## config.mk

```make
export PLATFORM = sky130hd
export DESIGN_NAME = decoder3to8_hold_flat
export DESIGN_NICKNAME = d
export VERILOG_FILES = /design/src/rtl/decoder_pkg.sv /design/src/rtl/decoder3to8_hold_if.sv /design/src/rtl/dec_onehot.sv /design/src/rtl/decoder3to8_hold.sv /design/src/flat_wrapper.sv
export SDC_FILE = /design/constraint.sdc
export NUM_CORES = 1
export LEC_CHECK = 0
export BUFFER_PORTS_ARGS = -buffer_cell sky130_fd_sc_hd__clkbuf_2
export CORE_UTILIZATION = 45
export CTS_BUF_LIST = sky130_fd_sc_hd__clkbuf_2
export DETAILED_ROUTE_END_ITERATION = 12
export GPL_ROUTABILITY_DRIVEN = 0
export PLACE_DENSITY = 0.74
export SYNTH_ARGS = -nofsm -noshare
export SYNTH_HDL_FRONTEND = slang
export SYNTH_SLANG_ARGS = --single-unit
export TNS_END_PERCENT = 100
```

## constraint.sdc

```tcl
create_clock -name clk -period 3.3 [get_ports clk]
set_input_delay 0.33 -clock clk [delete_from_list [all_inputs] [get_ports clk]]
set_output_delay 0.33 -clock clk [all_outputs]
set_load 0.03 [all_outputs]
```

## src/rtl/decoder_pkg.sv

```systemverilog
// Shared types and constants for the hold-decoder slice.
// DECODER3TO8_ACTIVE_LOW_EN selects one-cold outputs with an all-ones idle value.
package decoder_pkg;

    localparam int DEFAULT_IN_W  = 3;
    localparam int DEFAULT_OUT_W = 8;

    typedef enum logic {
        ST_IDLE  = 1'b0,
        ST_DRIVE = 1'b1
    } state_t;

    // Level every output line rests at when nothing is being driven.
`ifdef DECODER3TO8_ACTIVE_LOW_EN
    localparam logic IDLE_BIT = 1'b1;
`else
    localparam logic IDLE_BIT = 1'b0;
`endif

endpackage

```

## src/rtl/decoder3to8_hold_if.sv

```systemverilog
// Code-in / line-out bundle of the hold decoder; master is the upstream side.
interface decoder3to8_hold_if #(
    parameter int IN_W  = decoder_pkg::DEFAULT_IN_W,
    parameter int OUT_W = decoder_pkg::DEFAULT_OUT_W
);
    logic [IN_W-1:0]  in_idx;
    logic             in_valid;
    logic             in_ready;
    logic [OUT_W-1:0] out_onehot;
    logic             out_valid;
    logic             busy;

    modport master (
        output in_idx, in_valid,
        input  in_ready, out_onehot, out_valid, busy
    );

    modport slave (
        input  in_idx, in_valid,
        output in_ready, out_onehot, out_valid, busy
    );
endinterface

```

## src/rtl/dec_onehot.sv

```systemverilog
// Combinational index-to-line decoder; DECODER3TO8_ACTIVE_LOW_EN inverts to one-cold.
module dec_onehot #(
    parameter int IN_W  = decoder_pkg::DEFAULT_IN_W,
    parameter int OUT_W = decoder_pkg::DEFAULT_OUT_W
) (
    input  logic [IN_W-1:0]  i_idx,
    output logic [OUT_W-1:0] o_line
);
    logic [OUT_W-1:0] w_hot;

    assign w_hot = {{(OUT_W-1){1'b0}}, 1'b1} << i_idx;

`ifdef DECODER3TO8_ACTIVE_LOW_EN
    assign o_line = ~w_hot;
`else
    assign o_line = w_hot;
`endif
endmodule

```

## src/rtl/decoder3to8_hold.sv

```systemverilog
// Streams index codes through an active register plus one pending slot and holds
// each decoded line for HOLD_CYCLES cycles (polarity via DECODER3TO8_ACTIVE_LOW_EN).
module decoder3to8_hold #(
    parameter int IN_W        = decoder_pkg::DEFAULT_IN_W,
    parameter int OUT_W       = decoder_pkg::DEFAULT_OUT_W,
    parameter int HOLD_CYCLES = 4,
    parameter int CNT_W       = 8
) (
    input logic               clk,
    input logic               rst,
    decoder3to8_hold_if.slave bus
);
    import decoder_pkg::*;

    localparam logic [CNT_W-1:0] RELOAD = CNT_W'(HOLD_CYCLES - 1);

    state_t           r_state, w_state_nxt;
    logic [CNT_W-1:0] r_cnt, w_cnt_nxt;
    logic [IN_W-1:0]  r_active_idx, w_active_idx_nxt;
    logic [IN_W-1:0]  r_pend_idx, w_pend_idx_nxt;
    logic             r_pend_valid, w_pend_valid_nxt;
    logic             w_ready;
    logic             w_accept;
    logic [OUT_W-1:0] w_decoded;

    always_ff @(posedge clk) begin
        if (rst) begin
            r_state      <= ST_IDLE;
            r_cnt        <= '0;
            r_active_idx <= '0;
            r_pend_idx   <= '0;
            r_pend_valid <= 1'b0;
        end else begin
            r_state      <= w_state_nxt;
            r_cnt        <= w_cnt_nxt;
            r_active_idx <= w_active_idx_nxt;
            r_pend_idx   <= w_pend_idx_nxt;
            r_pend_valid <= w_pend_valid_nxt;
        end
    end

    // Ready depends only on registered state so upstream never sees a loop through in_valid.
    assign w_ready  = (r_state == ST_IDLE) || !r_pend_valid;
    assign w_accept = bus.in_valid && w_ready;

    always_comb begin
        w_state_nxt      = r_state;
        w_cnt_nxt        = r_cnt;
        w_active_idx_nxt = r_active_idx;
        w_pend_idx_nxt   = r_pend_idx;
        w_pend_valid_nxt = r_pend_valid;
        case (r_state)
            ST_IDLE: begin
                if (w_accept) begin
                    w_state_nxt      = ST_DRIVE;
                    w_active_idx_nxt = bus.in_idx;
                    w_cnt_nxt        = RELOAD;
                end
            end
            ST_DRIVE: begin
                if (r_cnt != '0) begin
                    w_cnt_nxt = r_cnt - 1'b1;
                    if (w_accept) begin
                        w_pend_valid_nxt = 1'b1;
                        w_pend_idx_nxt   = bus.in_idx;
                    end
                end else if (r_pend_valid) begin
                    w_active_idx_nxt = r_pend_idx;
                    w_pend_valid_nxt = 1'b0;
                    w_cnt_nxt        = RELOAD;
                end else if (w_accept) begin
                    // Pending is empty, so a code arriving on the last hold cycle goes straight to active.
                    w_active_idx_nxt = bus.in_idx;
                    w_cnt_nxt        = RELOAD;
                end else begin
                    w_state_nxt = ST_IDLE;
                end
            end
            default: w_state_nxt = ST_IDLE;
        endcase
    end

    dec_onehot #(
        .IN_W  (IN_W),
        .OUT_W (OUT_W)
    ) u_dec (
        .i_idx  (r_active_idx),
        .o_line (w_decoded)
    );

    assign bus.in_ready   = w_ready;
    assign bus.out_valid  = (r_state == ST_DRIVE);
    assign bus.out_onehot = (r_state == ST_DRIVE) ? w_decoded : {OUT_W{IDLE_BIT}};
    assign bus.busy       = (r_state == ST_DRIVE) || r_pend_valid;
endmodule

```

## src/flat_wrapper.sv

```systemverilog
// flat-port wrapper written by rule: the top's interface ports become plain ports
module decoder3to8_hold_flat import decoder_pkg::*;
#(
    parameter int IN_W        = decoder_pkg::DEFAULT_IN_W,
    parameter int OUT_W       = decoder_pkg::DEFAULT_OUT_W,
    parameter int HOLD_CYCLES = 4,
    parameter int CNT_W       = 8
)
  (clk, rst, bus_in_idx, bus_in_valid, bus_in_ready, bus_out_onehot, bus_out_valid, bus_busy);
  decoder3to8_hold_if #(.IN_W(IN_W), .OUT_W(OUT_W)) bus_i ();
  input logic clk;
  input logic rst;
  input wire logic [$bits(bus_i.in_idx)-1:0] bus_in_idx;
  input wire logic [$bits(bus_i.in_valid)-1:0] bus_in_valid;
  output wire logic [$bits(bus_i.in_ready)-1:0] bus_in_ready;
  output wire logic [$bits(bus_i.out_onehot)-1:0] bus_out_onehot;
  output wire logic [$bits(bus_i.out_valid)-1:0] bus_out_valid;
  output wire logic [$bits(bus_i.busy)-1:0] bus_busy;
  assign bus_i.in_idx = bus_in_idx;
  assign bus_i.in_valid = bus_in_valid;
  assign bus_in_ready = bus_i.in_ready;
  assign bus_out_onehot = bus_i.out_onehot;
  assign bus_out_valid = bus_i.out_valid;
  assign bus_busy = bus_i.busy;
  decoder3to8_hold #(.IN_W(IN_W), .OUT_W(OUT_W), .HOLD_CYCLES(HOLD_CYCLES), .CNT_W(CNT_W)) u_core (.clk(clk), .rst(rst), .bus(bus_i));
endmodule
```

==> flow_summary_export.csv, run 1 <==
group,metric,value,unit
pwr,leakagePower,0.396,nW
placed_design,dp_hpwl,1.35,mm
worst_setup_path,timing.critical_path.to,"u_core.r_cnt[5]$_SDFF_PP0_",
drt,antenna_left,0,
finish,drive_gt1_share,20.7,%
synth,syn_avg_cell_area,8.43,µm²
clock_tree,root_buffer,"clkbuf_2",
global_route,grt_overflow,0,
floorplanning,design.core.area,1800,µm²
hold_path,hold_class,"in -> reg",
placed_design,io_buffers,16,
finish,area_growth,11.6,%
worst_setup_path,worstRegToRegCells,6,
finish,nets,129,
worst_setup_path,reg2reg_from,"u_core.r_cnt[0]$_SDFF_PP0_",
drt,drc,0,
drt,wl_per_cell,12.4,µm
hold_path,hold_depth,3,
pwr,cellInternalPower,0.285,mW
worst_setup_path,end_kind,"register",
drt,vias_per_cell,5.55,
pwr,powerDensity,442,nW/µm²
clock_tree,clk_latency,290,ps
synth,synth_nets,113,
timing,fmax,531,MHz
floorplanning,die_area,2170,µm²
synth,yosysWarnings,0,
clock_tree,path_clk_slew,160,ps
floorplanning,fp.dieW,46.6,µm
timing,finalSetupViolCount,0,
global_route,grt_pass1_vias,705,
pwr,power_frac_seq,52.0,%
timing,tns,0,ps
clock_tree,htreeDepth,1,
synth,netlist_area,893,µm²
pwr,swShare,35.4,%
synth,synthCells,106,
drt,drt_wl_total,1.81,mm
floorplanning,start_util,49.6,%
pwr,peakVddDrop,0.000323,V
clock_tree,ctsResizeCount,0,
pwr,p_clk_share,20.3,%
clock_tree,ctsHoldBuffers,0,
pwr,combPwrFrac,27.7,%
worst_setup_path,arrival,2090,ps
drt,vias,811,
finish,layout_commonest_cell,"clkbuf_2",
global_route,grt.total_usage,18.8,%
timing,grt_setup_unrepaired,"false",
pwr,power.switching,0.156,mW
finish,final_cell_mix,"19 x clkbuf_2, 18 x nor2_1, 16 x dfxtp_1, 9 x nand2_1, 8 x a21oi_1",
clock_tree,cts_buffers,3,
clock_tree,cts_buffer_depth,2,
global_route,antenna_found_initial,0,
worst_setup_path,rr_endpoint,"u_core.r_cnt[5]$_SDFF_PP0_",
synth,synthDistinctLibCells,33,
outcome,status,"finished, final reports clean",
floorplanning,io_pins,17,
clock_tree,clock-sinks,16,
worst_setup_path,reg2reg_slack,1420,ps
timing,finalCriticalPeriod,1880,ps
clock_tree,cts_tree,"built",
timing,drv_slew,0,
global_route,grt_pass1_wl,2.95,mm
worst_setup_path,crit_required,3510,ps
run,cap_violations,0,
synth,ys_seq_area_share,35.9,%
drt,drtIter0Drc,13,
timing,final-hold-violation-count,0,
worst_setup_path,crit_path_start_kind,"register",
worst_setup_path,cp-startpoint,"u_core.r_cnt[0]$_SDFF_PP0_",
timing,clock_skew,10.1,ps
floorplanning,row_count,15,
synth,ys_seq_elements,16,
worst_setup_path,path_max_fanout,13,
timing,slew_headroom,63.4,%
floorplanning,die_h,46.6,µm
worst_setup_path,worstSetupPathType,"reg -> reg",
global_route,grt_max_degree,17,
clock_tree,cts_setup_buffers,0,
drt,first_pass_iters,4,
pwr,finalPower,0.440,mW
finish,n_antenna_cell,0,
timing,tightest_slew,549,ps
timing,min_period_over_period,57.0,%
## logic make-up (layout without fill, tap and decap cells)
kind of cell | after synthesis | count (layout) | share of synthesized area [%]
multiplexers | 7 | 7 | 7.84
AO/OA/AOI/OAI | 25 | 25 | 21.3
buffers and inverters | 10 | 25 | 5.04
adder cells (fa/ha/maj) | 1 | 1 | 1.40
AND/OR/NAND/NOR | 47 | 47 | 28.6
flip-flops | 16 | 16 | 35.9
## synth_stat cells
| cell | count | area [µm²] |
|---|---|---|
| a211o_1 | 3 | 26.3 |
| clkbuf_1 | 3 | 11.3 |
| dfxtp_1 | 16 | 320 |
| o21ai_1 | 1 | 5.00 |
| nand2b_1 | 4 | 25.0 |
| or4_1 | 1 | 7.51 |
| inv_1 | 5 | 18.8 |
| a311oi_1 | 2 | 17.5 |
| mux2i_1 | 7 | 70.1 |
| buf_1 | 1 | 3.75 |
| nand3b_1 | 2 | 15.0 |
| ha_1 | 1 | 12.5 |
| nor3_1 | 4 | 20.0 |
| a2111oi_4 | 1 | 27.5 |
| a32o_1 | 1 | 10.0 |
| or2_2 | 1 | 6.26 |
| nor4_4 | 1 | 21.3 |
| a221oi_1 | 1 | 8.76 |
| o21ai_0 | 3 | 15.0 |
| or3_1 | 1 | 6.26 |
| nor2b_1 | 2 | 12.5 |
| a31oi_1 | 1 | 6.26 |
| nor3b_4 | 1 | 18.8 |
| or3b_1 | 1 | 8.76 |
| nand3_1 | 1 | 5.00 |
| nand2_1 | 9 | 33.8 |
| nor2_1 | 18 | 67.6 |
| buf_6 | 1 | 11.3 |
| a21oi_2 | 2 | 17.5 |
| nor3b_1 | 1 | 7.51 |
| a21oi_1 | 8 | 40.0 |
| a2111oi_0 | 1 | 8.76 |
| a211oi_1 | 1 | 7.51 |
## power groups by stage
stage / clock [mW] / combinational (mW) / sequential, mW
2_1_floorplan: 0 / 0.102 / 0.229
3_3_place_gp: 0 / 0.119 / 0.232
3_5_place_dp: 0 / 0.122 / 0.233
4_1_cts: 0.0919 / 0.122 / 0.229
5_1_grt: 0.0977 / 0.134 / 0.232
6_report: 0.0895 / 0.122 / 0.229
## worst max-delay path: stages, from the launching register on
cell and delay, ps:
dfxtp_1 400, inv_1 60, ha_1 230, nor3b_4 190, a21oi_2 470, o21ai_0 180, a311oi_1 270
## stage by stage
step | instance area [µm²] | setup WS, ps | hold WS [ps] | util (%) | instances
after floorplan | 893 | 1360 | 461 | - | 106
after global placement | 978 | 1520 | 478 | 54.3 | 142
after detailed placement | 978 | 1440 | 486 | 54.3 | 142
after CTS | 997 | 1430 | 278 | 55.3 | 146
after global routing | 997 | 1260 | 296 | 55.3 | 146
final | 997 | 1420 | 290 | 55.3 | 146
## state kept, by name (all words and copies together), names as in the netlist
signal,count
u_core.r_cnt,8
u_core.r_active_idx,3
u_core.r_pend_idx,3
u_core.bus.out_valid,1
u_core.r_pend_valid,1
## routing by layer
| layer | vias to the layer above | track usage, % | wire length (µm) |
|---|---|---|---|
| met1 | 389 | 25.4 | 918 |
| met2 | 12 | 30.8 | 837 |
| met5 | - | 0 | 0 |
| met4 | 0 | 5.29 | 0 |
| li1 | 410 | - | - |
| met3 | 0 | 2.35 | 51 |
## how the worst min path moves through the flow
stage                                        start                                  end  slack, ps
2_1_floorplan  u_core.r_active_idx[1]$_SDFFE_PP0P_  u_core.r_active_idx[1]$_SDFFE_PP0P_        460
3_3_place_gp     u_core.r_pend_idx[1]$_SDFFE_PP0P_    u_core.r_pend_idx[1]$_SDFFE_PP0P_        480
3_5_place_dp     u_core.r_pend_idx[1]$_SDFFE_PP0P_    u_core.r_pend_idx[1]$_SDFFE_PP0P_        490
4_1_cts                              bus_in_idx[1]    u_core.r_pend_idx[1]$_SDFFE_PP0P_        280
5_1_grt                              bus_in_idx[1]    u_core.r_pend_idx[1]$_SDFFE_PP0P_        300
6_report                             bus_in_idx[0]    u_core.r_pend_idx[0]$_SDFFE_PP0P_        290
## final cells by class
type	instances	area (µm²)
repair buffers	16	80.1
clock inverters	1	3.75
well taps	25	31.3
clock buffers	3	15.0
multi-input cells	80	528
fillers	177	805
flip-flops and latches	16	320
inverters	5	18.8
Note: power is estimated with default switching activity, not from simulation.
==> run 2: changes to the inputs <==
--- a/config.mk
+++ b/config.mk
@@ -5,6 +5,7 @@
 export SDC_FILE = /design/constraint.sdc
 export NUM_CORES = 1
 export LEC_CHECK = 0
+export ABC_AREA = 1
 export BUFFER_PORTS_ARGS = -buffer_cell sky130_fd_sc_hd__clkbuf_2
 export CORE_UTILIZATION = 45
 export CTS_BUF_LIST = sky130_fd_sc_hd__clkbuf_2
==> constraint.sdc (replaced) <==
create_clock -name clk -period 2 [get_ports clk]
set_input_delay 0.2 -clock clk [delete_from_list [all_inputs] [get_ports clk]]
set_output_delay 0.2 -clock clk [all_outputs]
set_load 0.03 [all_outputs]
==> run 2 against run 1 <==
Net effect:
- cell count rose by 34%
- via count rose by 15%
- area after synthesis rose by 5.0%
- highest routed layer is now met4
- worst setup slack got worse by 1100 ps
- clock-buffer cell count did not move
- die area rose by 4.8%
- largest power group unchanged
==> flow_summary_export.csv, run 2 <==
group,metric,value,unit
drt,drc,0,
synth,ys_seq_elements,16,
floorplanning,die_area,2270,µm²
pwr,leakagePower,0.511,nW
finish,drive_gt1_share,17.3,%
drt,vias,929,
global_route,grt_pass1_vias,702,
worst_setup_path,crit_path_cell_trace,"nand2_1 -> nor2_1 -> clkbuf_2",
global_route,grt_overflow,0,
timing,slew_headroom,67.9,%
synth,synth_top_area_share,34.1,%
outcome,status,"finished, final reports clean",
worst_setup_path,path_max_fanout,13,
synth,synthDistinctLibCells,23,
synth,synth_area_leader_cell,"dfxtp_1",
worst_setup_path,arrival,1460,ps
finish,fillers,217,
drt,wl_per_cell,9.77,µm
placed_design,dp_hpwl,1.45,mm
synth,netlist_area,938,µm²
finish,layoutNonFillerInstCount,195,
timing,finalCriticalPeriod,1660,ps
drt,first_pass_iters,4,
clock_tree,ctsResizeCount,0,
drt,vias_per_cell,4.76,
placed_design,io_buffers,16,
synth,synth_edf_count,0,
worst_setup_path,crit_required,1800,ps
finish,multi_input_area,537,µm²
finish,final_cell_area,1060,µm²
drt,drtIter0Drc,18,
global_route,grt_pass1_wl,3.02,mm
finish,regMostFlops,"u_core.r_cnt",
timing,tightest_slew,479,ps
clock_tree,cts_tree,"built",
synth,syn_avg_cell_area,6.21,µm²
timing,finalSetupViolCount,0,
timing,tns,0,ps
clock_tree,cts_buffer_depth,2,
timing,fmax,601,MHz
worst_setup_path,slowest_delay,630,ps
floorplanning,start_util,47.8,%
drt,drt_wl_total,1.91,mm
floorplanning,fp.dieW,47.7,µm
floorplanning,design.core.area,1960,µm²
clock_tree,path_clk_slew,140,ps
pwr,powerDensity,747,nW/µm²
clock_tree,cts_buffers,3,
global_route,grt.total_usage,19.2,%
worst_setup_path,crit_slowest_cell,"dfxtp_1",
clock_tree,clock-sinks,16,
hold_path,hold_class,"in -> reg",
finish,area_growth,12.8,%
finish,n_antenna_cell,0,
clock_tree,clk_latency,290,ps
synth,synthCells,151,
placed_design,place_area,1040,µm²
drt,antenna_left,0,
timing,final-hold-violation-count,0,
clock_tree,ctsHoldBuffers,0,
synth,async_reset_ff_share,0,%
placed_design,dp.cells,192,
run,cap_violations,0,
synth,synthTopCellsByArea,"dfxtp_1 34%, nand2_1 18%, nor2_1 12%",
timing,drv_slew,0,
timing,clock_skew,1.15,ps
synth,yosysWarnings,0,
floorplanning,die_h,47.7,µm
global_route,grt_max_degree,14,
worst_setup_path,end_kind,"output port",
finish,final_cell_mix,"45 x nand2_1, 30 x nor2_1, 19 x clkbuf_2, 18 x inv_1, 16 x dfxtp_1",
synth,synthTopCellsByCount,"45 x nand2_1, 30 x nor2_1, 18 x inv_1",
timing,grt_setup_unrepaired,"false",
synth,synth_ff_type,"dfxtp_1",
finish,seq_area,320,µm²
timing,min_period_over_period,83.1,%
pwr,peakVddDrop,0.000325,V
clock_tree,htreeDepth,1,
finish,nets,177,
synth,ys_seq_area_share,34.1,%
worst_setup_path,crit_path_start_kind,"register",
finish,top_regs,"u_core.r_cnt (8), u_core.r_active_idx (3), u_core.r_pend_idx (3)",
pwr,finalPower,0.791,mW
floorplanning,row_count,16,
floorplanning,io_pins,17,
synth,synth_nets,158,
finish,largest_reg_flops,8,
worst_setup_path,worstSetupPathType,"reg -> out",
synth,yosysMostFrequentCell,"nand2_1",
global_route,antenna_found_initial,0,
finish,layout_commonest_cell,"nand2_1",
clock_tree,root_buffer,"clkbuf_2",
clock_tree,cts_setup_buffers,0,
==> run 2: cell types whose count changed in the layout (fill, tap and decap cells not counted), sizes merged, moves of 3 or more <==
cell	previous run	this run
nand2	9	47
nor2	18	33
inv	5	18
mux2i	7	0
nand3	1	8
nand2b	4	0
a211o	3	0
nor3	4	1
o21ai	4	7
==> run 2: worst paths after layout <==
kind                                   start                                  end  slack [ps]  cells past startpoint
max          u_core.bus.out_valid$_SDFF_PP0_                    bus_out_onehot[2]         340                      3
min                            bus_in_idx[0]    u_core.r_pend_idx[0]$_SDFFE_PP0P_         160                      3
max reg2reg  u_core.bus.out_valid$_SDFF_PP0_  u_core.r_active_idx[2]$_SDFFE_PP0P_         530                      5
min reg2reg       u_core.r_cnt[7]$_SDFF_PP0_           u_core.r_cnt[7]$_SDFF_PP0_         510                      2
==> run 2: critical path: cells and delay by family (launching register included) <==
kind | cells | cell delay [ps]
and+or+nand+nor | 2 | 330
DFF | 1 | 630
buffers and inverters | 1 | 220
==> run 2: per-stage QoR <==
stage | setup slack, ps | utilization, % | hold slack, ps
2_1_floorplan | 498 | - | 335
3_3_place_gp | 547 | 53.2 | 445
3_5_place_dp | 558 | 53.2 | 461
4_1_cts | 343 | 54.0 | 147
5_1_grt | 213 | 54.0 | 145
6_report | 337 | 54.0 | 155
==> run 2: kinds of logic (layout without fill, tap and decap cells) <==
kind of cell / after synthesis / count (layout) / synth area share, %
flip-flops: 16 / 16 / 34.1
buffers and inverters: 21 / 38 / 8.66
adder cells (fa/ha/maj): 1 / 1 / 1.33
AND/OR/NAND/NOR: 90 / 90 / 41.3
AO/OA/AOI/OAI: 22 / 22 / 13.6
XOR/XNOR: 1 / 1 / 0.934
==> run 2: layer usage <==
layer | global-route usage, % | wire [µm] | share of wire [%] | vias up
li1 | - | - | - | 510
met1 | 28.0 | 1000 | 52 | 405
met2 | 26.0 | 822 | 43 | 9
met3 | 4.53 | 43 | 2.3 | 5
met4 | 10.0 | 39 | 2.0 | 0
met5 | 0 | 0 | 0 | -
==> run 2: area by class of cell <==
cell class                 instances  area share [%]
clock buffer                       3            1.42
sequential                        16            30.3
inverter                          19            6.86
tap                               27            3.19
timing repair buffer              16            7.56
multi-input combinational        114            50.7
==> run 2: power breakdown <==
group	switching [mW]	total, mW	internal (mW)
registers	0.0314	0.379	0.348
logic	0.180	0.270	0.0902
clock network	0.100	0.141	0.0409
total	0.311	0.791	0.479
